File: config.mk
export PLATFORM = sky130hd
export DESIGN_NAME = vga_tile_renderer
export DESIGN_NICKNAME = d
export VERILOG_FILES = /design/src/rtl/vga_tile_renderer.sv
export SDC_FILE = /design/constraint.sdc
export NUM_CORES = 1
export LEC_CHECK = 0
export BUFFER_PORTS_ARGS = -buffer_cell sky130_fd_sc_hd__buf_2
export CAP_MARGIN = 0
export CORE_MARGIN = 5
export CORE_UTILIZATION = 50
export CTS_BUF_LIST = sky130_fd_sc_hd__clkbuf_4
export DETAILED_ROUTE_END_ITERATION = 8
export HOLD_SLACK_MARGIN = 0.05
export PLACE_DENSITY = 0.86
export REMOVE_ABC_BUFFERS = 1
export SLEW_MARGIN = 5
export SYNTH_ARGS = -nofsm -noshare
export SYNTH_HDL_FRONTEND = slang
export SYNTH_SLANG_ARGS = --single-unit
export TNS_END_PERCENT = 1
File: constraint.sdc
create_clock -name clk -period 2.3 [get_ports clk]
set_clock_uncertainty 0.15 [all_clocks]
set_input_delay 0.23 -clock clk [delete_from_list [all_inputs] [get_ports clk]]
set_output_delay 0.23 -clock clk [all_outputs]
set_load 0.01 [all_outputs]
File: src/rtl/vga_tile_renderer.sv
// vga_tile_renderer: turns vga_ctrl pixel positions into RGB by looking up the
// Sokoban map tile (map RAM) and then the texel (sprite ROM).
// Five-register pipeline: map_addr, map RAM, sprite_addr, sprite ROM, RGB.
// hsync/vsync/vga_blank_z are delayed by the same five registers.
// Optional build macro VGA_TILE_GRID_EN draws a white 1-pixel tile grid.
module vga_tile_renderer #(
    parameter int TILE_BITS = 5,
    parameter int MAP_W     = 20,
    parameter int MAP_H     = 15,
    parameter int IDX_W     = 3,
    parameter int POS_W     = 11,
    parameter int MAP_AW    = 9
) (
    input  logic                         clk,
    input  logic                         reset_n,
    input  logic [POS_W-1:0]             x_pos,
    input  logic [POS_W-1:0]             y_pos,
    input  logic                         in_hsync,
    input  logic                         in_vsync,
    input  logic                         in_blank_z,
    output logic [MAP_AW-1:0]            map_addr,
    input  logic [IDX_W-1:0]             map_data,
    output logic [IDX_W+2*TILE_BITS-1:0] sprite_addr,
    input  logic [11:0]                  sprite_data,
    output logic                         hsync,
    output logic                         vsync,
    output logic                         vga_blank_z,
    output logic [7:0]                   red,
    output logic [7:0]                   green,
    output logic [7:0]                   blue
);
    localparam int STAGES = 5;
    localparam logic [POS_W-1:0] MAP_XMAX = POS_W'(MAP_W << TILE_BITS);
    localparam logic [POS_W-1:0] MAP_YMAX = POS_W'(MAP_H << TILE_BITS);

    // Sync/blank delay lines; bit STAGES-1 is the output tap.
    logic [STAGES-1:0] hs_sr, vs_sr, bz_sr;
    // in_map flag travelling with each pixel through stages 1..4.
    logic [4:1] in_map_pipe;
    // Texel offsets inside the tile (col = x, row = y).
    logic [TILE_BITS-1:0] col1, row1, col2, row2;
`ifdef VGA_TILE_GRID_EN
    logic [TILE_BITS-1:0] col3, row3, col4, row4;
    logic                 grid_hit;
`endif
    logic in_map0;

    assign in_map0 = in_blank_z & (x_pos < MAP_XMAX) & (y_pos < MAP_YMAX);

    // Stages 1-4: address generation and carrying per-pixel side data.
    always_ff @(posedge clk) begin
        if (!reset_n) begin
            map_addr    <= '0;
            sprite_addr <= '0;
            in_map_pipe <= '0;
            col1        <= '0;
            row1        <= '0;
            col2        <= '0;
            row2        <= '0;
        end else begin
            // Constant multiply by MAP_W; synthesis folds it to shifts/adds.
            map_addr    <= MAP_AW'(32'(y_pos >> TILE_BITS) * 32'(MAP_W)
                                   + 32'(x_pos >> TILE_BITS));
            col1        <= x_pos[TILE_BITS-1:0];
            row1        <= y_pos[TILE_BITS-1:0];
            col2        <= col1;
            row2        <= row1;
            sprite_addr <= {map_data, row2, col2};
            in_map_pipe <= {in_map_pipe[3:1], in_map0};
        end
    end

`ifdef VGA_TILE_GRID_EN
    // Offsets follow the pixel to stage 4 so the grid test uses its own position.
    always_ff @(posedge clk) begin
        if (!reset_n) begin
            col3 <= '0;
            row3 <= '0;
            col4 <= '0;
            row4 <= '0;
        end else begin
            col3 <= col2;
            row3 <= row2;
            col4 <= col3;
            row4 <= row3;
        end
    end
    assign grid_hit = (col4 == '0) | (row4 == '0);
`endif

    // Stage 5: expand RGB444 to RGB888 by nibble replication; black outside map.
    always_ff @(posedge clk) begin
        if (!reset_n) begin
            red   <= 8'h00;
            green <= 8'h00;
            blue  <= 8'h00;
        end else if (!in_map_pipe[4]) begin
            red   <= 8'h00;
            green <= 8'h00;
            blue  <= 8'h00;
`ifdef VGA_TILE_GRID_EN
        end else if (grid_hit) begin
            red   <= 8'hFF;
            green <= 8'hFF;
            blue  <= 8'hFF;
`endif
        end else begin
            red   <= {2{sprite_data[11:8]}};
            green <= {2{sprite_data[7:4]}};
            blue  <= {2{sprite_data[3:0]}};
        end
    end

    // Sync and blank delay lines, idle = syncs high, blanked.
    always_ff @(posedge clk) begin
        if (!reset_n) begin
            hs_sr <= '1;
            vs_sr <= '1;
            bz_sr <= '0;
        end else begin
            hs_sr <= {hs_sr[STAGES-2:0], in_hsync};
            vs_sr <= {vs_sr[STAGES-2:0], in_vsync};
            bz_sr <= {bz_sr[STAGES-2:0], in_blank_z};
        end
    end

    assign hsync       = hs_sr[STAGES-1];
    assign vsync       = vs_sr[STAGES-1];
    assign vga_blank_z = bz_sr[STAGES-1];

endmodule

==> results of run 1 <==
## worst max-delay path: stages
cell           delay, ns
dlygate4sd3_1       0.53
buf_2               0.13
ha_1                0.27
ha_1                0.34
a21oi_1             0.20
a21oi_1             0.11
or3_1               0.38
and3_1              0.16
## power by group
group	switching, mW	internal (mW)
logic	0.125	0.168
clock network	0.426	0.551
registers	0.0107	1.32
## path summary, 6_finish.rpt
kind                   from          end  slack [ns]  cells after the start
min                x_pos[8]  map_addr[3]        0.09                      3
max               y_pos[10]  map_addr[8]        0.09                      8
max reg2reg  in_map_pipe[4]     green[6]        1.38                      1
min reg2reg        vs_sr[2]     vs_sr[3]        0.25                      1
## registers in the layout, summed over array words and instances, names as in the netlist
register and cells:
sprite_addr 13, map_addr 9, bz_sr 5, col1 5, col2 5, hs_sr 5
row1 5, row2 5, vs_sr 5, blue 4, green 4, in_map_pipe 4
red 4
## cells in the final DEF, fill, tap and decap left out, drive strengths merged, types with 2 or more instances in the layout
cell,count
and2,49
and3,14
dfxtp,73
clkbuf,9
o21ai,2
nand2b,10
bufinv,3
clkinv,3
nand3,2
fa,2
dlygate4sd3,35
xnor2,2
ha,11
inv,5
buf,94
a21oi,4
xor2,4
## kinds of logic after synthesis
kind of cell	share of synthesized area [%]
DFF	61.2
xor gates and xnor gates	2.20
adders and majority gates	7.44
and+or+nand+nor	21.3
buffers and inverters	5.66
AOI/OAI and AO/OA	2.15
## per-layer routing
metal	vias to the layer above	routed length [microns]	global-route usage, %	part of all wire, %
met3	13	322	4.42	7.1
met1	762	1760	16.5	39
li1	890	-	-	-
met2	70	2350	29.4	52
met4	0	125	9.79	2.7
met5	-	0	0	0
## timing repair
action	CTS	global route
endpoints found under the hold margin	32	0
hold buffers	35	0
setup buffers	0	0
## cell type report
type | count | area share, %
multi-input cells | 109 | 23.6
well taps | 54 | 2.02
clock inverters | 7 | 3.47
clock buffers | 9 | 2.02
inverters | 4 | 0.448
flip-flops and latches | 73 | 43.6
repair buffers | 129 | 24.8
## stage by stage
step                      total power [mW]  cell area, sq um
after global routing                  2.74              3350
after global placement                1.60              2820
after CTS                             2.63              3350
after detailed placement              1.61              2820
final                                 2.60              3350
after floorplan                       1.49              2270
==> qor.csv, run 1 <==
stage;metric;value;unit
setup_path;cp.arrival;2.34;ns
yosys;synth_cell_types;24;
yosys;synth_area_leader_cell;dfxtp_1;
drt;via_per_inst;4.51;
sta;max_freq;0.452;GHz
power;powerDensity;776;nW/um^2
yosys;postSynth.asyncResetShare;0;%
sta;fin_crit;2.21;ns
layout;multi_input_area;791;sq um
setup_path;cp_max_fo;3;
yosys;avgSynthCellArea;11.6;sq um
setup_path;crit_required;2.43;ns
power;p_leak;1.68;nW
layout;final_util;71.4;%
drt;wl_per_cell;11.8;microns
power;peakVddDrop;0.000480;V
place;routabilityCongestion;0.794;
die;core_area;4690;sq um
yosys;synth.top_cells.by_count;73 x dfxtp_1, 49 x and2_1, 13 x and3_1;
place;place_inst;334;
die;io-pin-count;91;
setup_path;endpoint_kind;register;
worst_hold_path;min_path_type;in2reg;
place;dp_hpwl;2880;microns
outcome;status;complete, no violations;
drt;drt_iter0_markers;32;
yosys;synth_top_area_share;61.2;%
die;start_util;50.9;%
global_routing;grt_first_pass_wirelength;7710;microns
layout;final_cells;385;
global_routing;grt_overflow;0;
sta;setup_ws;0.0878;ns
sta;slew_viol_final;0;
die;rows;25;
sta;final.period_utilization;96.2;%
global_routing;grt_max_degree;48;
layout;seqCellArea;1460;sq um
clock_network;cts_resized;0;
clock_network;clock_path_buffers;2;
sta;maxSlewHeadroom;60.0;%
sta;worst_hold_slack;0.0947;ns
layout;num-fill-cells;324;
clock_network;root_buffer;clkbuf_4;
sta;rsz0062_at_grt;false;
clock_network;clkTransAtPathRegs;0.11;ns
yosys;synth_edf_count;0;
clock_network;cts_max_level;3;
clock_network;cts_tree;yes;
yosys;synth.most_common_cell;dfxtp_1;
run;maxCapViolations;0;
sta;hold_viol_final;0;
layout;drive_gt1_share;33.2;%
sta;setup_viol;0;
layout;insertedDiodeCount;0;
place;port_buffers;90;
clock_network;cts_sinks;73;
die;fp.dieH;79.1;microns
setup_path;crit_path_start_kind;input pin;
die;fp.dieW;79.1;microns
place;dp_worst_setup_slack;-0.00316;ns
yosys;syn_inst;206;
drt;drt.antenna.violating_nets;0;
clock_network;insertion_delay;0.39;ns
sta;worst_pin_slew;0.601;ns
layout;nNetsFinal;381;
yosys;synth-seq-cells;73;
layout;area_growth;40.3;%
yosys;yosys_warnings;0;
global_routing;antenna_found_initial;0;
die;dieArea;6260;sq um
drt;drt-pass1-iter-count;4;
yosys;yosysSeqAreaShare;61.2;%
drt;drc;0;
drt;routed_wl;4560;microns
yosys;yosys_most_used_dff;dfxtp_1;
yosys;synth_area;2390;sq um
setup_path;critPathKind;in2reg;
global_routing;grt_pass1_vias;1754;
sta;final.setup.tns;0;ns
clock_network;cts_buffers;9;
yosys;synth.area.top_cells;dfxtp_1 61%, and2_1 13%, ha_1 5.8%, buf_4 3.8%, and3_1 3.4%;
global_routing;grt_usage;16.2;%
drt;vias;1735;
Power figures use the tool's default switching activity.
==> inputs of run 2 (changes only) <==
PLACE_DENSITY = 0.81   (was 0.86)
==> qor.csv, run 2 (synthesis gave the netlist of run 1 again) <==
stage;metric;value;unit;change
outcome;status;complete, no violations;;
setup_path;worstPathCellList;dlygate4sd3_1 > buf_2 > ha_1 > ha_1 > a21oi_1 > a21oi_1 > or3_1 > and3_1;;
setup_path;reg2reg_to;blue[4];;
layout;reg.largest.list;sprite_addr (13), map_addr (9);;
die;fp.dieW;79.1;microns;unchanged
clock_network;insertion_delay;0.38;ns;about the same
place;place_inst;335;;+0.30%
drt;via_per_inst;4.52;;+0.20%
setup_path;cp_slowest_cell;dlygate4sd3_1;;
sta;slew_viol_final;0;;unchanged
die;io-pin-count;91;;unchanged
power;peakVddDrop;0.000490;V;+2.3%
layout;final_cell_mix;90 x buf_2, 73 x dfxtp_1, 49 x and2_1, 35 x dlygate4sd3_1, 13 x and3_1;;
clock_network;cts_tree;yes;;
global_routing;grt_max_degree;39;;-19%
layout;final_cells;386;;+0.26%
layout;insertedDiodeCount;0;;unchanged
sta;rsz0062_at_grt;false;;
sta;maxSlewHeadroom;65.5;%;+5.5 points
setup_path;crit_required;2.42;ns;about the same
clock_network;cts_setup_buffers;0;;unchanged
drt;routed_wl;4600;microns;+0.88%
sta;setup_viol;0;;unchanged
setup_path;timing.rr.start;in_map_pipe[4];;
die;fp.dieH;79.1;microns;unchanged
setup_path;critPathLaunch;y_pos[10];;
drt;vias;1743;;+0.46%
worst_hold_path;whs_path_depth;2;;-1
setup_path;ff2ff_setup_slack;1.38;ns;about the same
clock_network;clkTransAtPathRegs;0.12;ns;about the same
global_routing;grt_usage;16.1;%;-0.13 points
setup_path;crit_family;buffers and inverters;;
drt;drt_iter0_markers;52;;+63%
clock_network;cts_sinks;73;;unchanged
clock_network;cts_max_level;3;;unchanged
sta;worst_pin_slew;0.518;ns;-0.0831 ns
global_routing;grt_first_pass_wirelength;7750;microns;+0.44%
setup_path;cp.arrival;2.35;ns;about the same
layout;largest-register;sprite_addr;;
clock_network;clock_path_buffers;2;;unchanged
setup_path;cp.depth;8;;unchanged
global_routing;grt_overflow;0;;unchanged
place;dp_hpwl;2940;microns;+2.4%
sta;final.setup.tns;0;ns;unchanged
layout;layout_commonest_cell;buf_2;;
setup_path;max_stage_delay;0.53;ns;about the same
place;routabilityCongestion;0.808;;+1.7%
sta;final.period_utilization;96.9;%;+0.75 points
drt;drt-pass1-iter-count;4;;unchanged
layout;area_growth;39.8;%;
drt;wl_per_cell;11.9;microns;+0.62%
setup_path;cp_max_fo;3;;unchanged
layout;largest_register_ffs;13;;unchanged
setup_path;crit_path_start_kind;input pin;;
layout;nNetsFinal;382;;+0.26%
setup_path;endpoint_kind;register;;
die;dieArea;6260;sq um;unchanged
global_routing;grt_pass1_vias;1757;;+0.17%
clock_network;cts_resized;0;;unchanged
global_routing;antenna_found_initial;0;;unchanged
layout;num-fill-cells;325;;+0.31%
clock_network;root_buffer;clkbuf_4;;
place;dpl_cell_area;2820;sq um;+0.27%
power;p_leak;1.68;nW;-0.37%
setup_path;endpoint;map_addr[8];;
place;port_buffers;90;;unchanged
worst_hold_path;min_path_type;in2reg;;
sta;fin_crit;2.23;ns;+0.0173 ns
die;start_util;50.9;%;unchanged
sta;hold_viol_final;0;;unchanged
setup_path;critPathBufInv;2;;unchanged
drt;drc;0;;unchanged
die;core_area;4690;sq um;unchanged
layout;fin_area;3340;sq um;-0.34%
clock_network;cts_hold_buffers;35;;unchanged
sta;max_freq;0.449;GHz;-0.78%
setup_path;rr_worst_depth;1;;unchanged
run;maxCapViolations;0;;unchanged
drt;drt.antenna.violating_nets;0;;unchanged
die;rows;25;;unchanged
power;powerDensity;750;nW/um^2;-3.3%
clock_network;cts_buffers;9;;unchanged
setup_path;critPathKind;in2reg;;
layout;drive_gt1_share;33.7;%;+0.50 points
==> run 2: power breakdown <==
part	total, mW	internal [mW]	switching, mW
combinational	0.298	0.170	0.129
sequential	1.33	1.32	0.0107
clock	0.877	0.457	0.420
total	2.50	1.94	0.559
==> run 2: worst min-delay path by stage <==
stage                     startpoint           to  slack, ns
final                        reset_n     vs_sr[1]       0.13
after global routing        x_pos[8]  map_addr[3]       0.12
after CTS                   x_pos[8]  map_addr[3]        0.1
after detailed placement    vs_sr[1]     vs_sr[2]       0.24
after global placement      vs_sr[2]     vs_sr[3]       0.24
after floorplan              reset_n     hs_sr[0]       0.15
==> run 2: per-stage QoR <==
step | total power, mW | setup slack, ns | hold slack (ns) | utilization [%]
after floorplan | 1.49 | 0.163 | 0.153 | -
after global placement | 1.60 | 0.0552 | 0.240 | 60.2
after detailed placement | 1.61 | -0.00454 | 0.241 | 60.2
after CTS | 2.53 | 0.117 | 0.0953 | 71.1
after global routing | 2.64 | 0.0269 | 0.117 | 71.1
final | 2.50 | 0.0705 | 0.130 | 71.1
==> run 2: final cells by class <==
type                    count  area (sq um)  share of cell area, %
clock buffers              10          75.1                   2.25
clock inverters             6          90.1                   2.70
inverters                   4          15.0                  0.450
multi-input cells         109           791                   23.7
flip-flops and latches     73          1460                   43.8
well taps                  54          67.6                   2.02
repair buffers            130           838                   25.1
==> run 2: layer usage <==
metal,global-route usage (%),share of wire (%),vias up
li1,-,-,891
met1,16.7,40,775
met2,29.3,52,68
met3,4.99,6.5,9
met4,7.73,1.4,0
met5,0,0,-
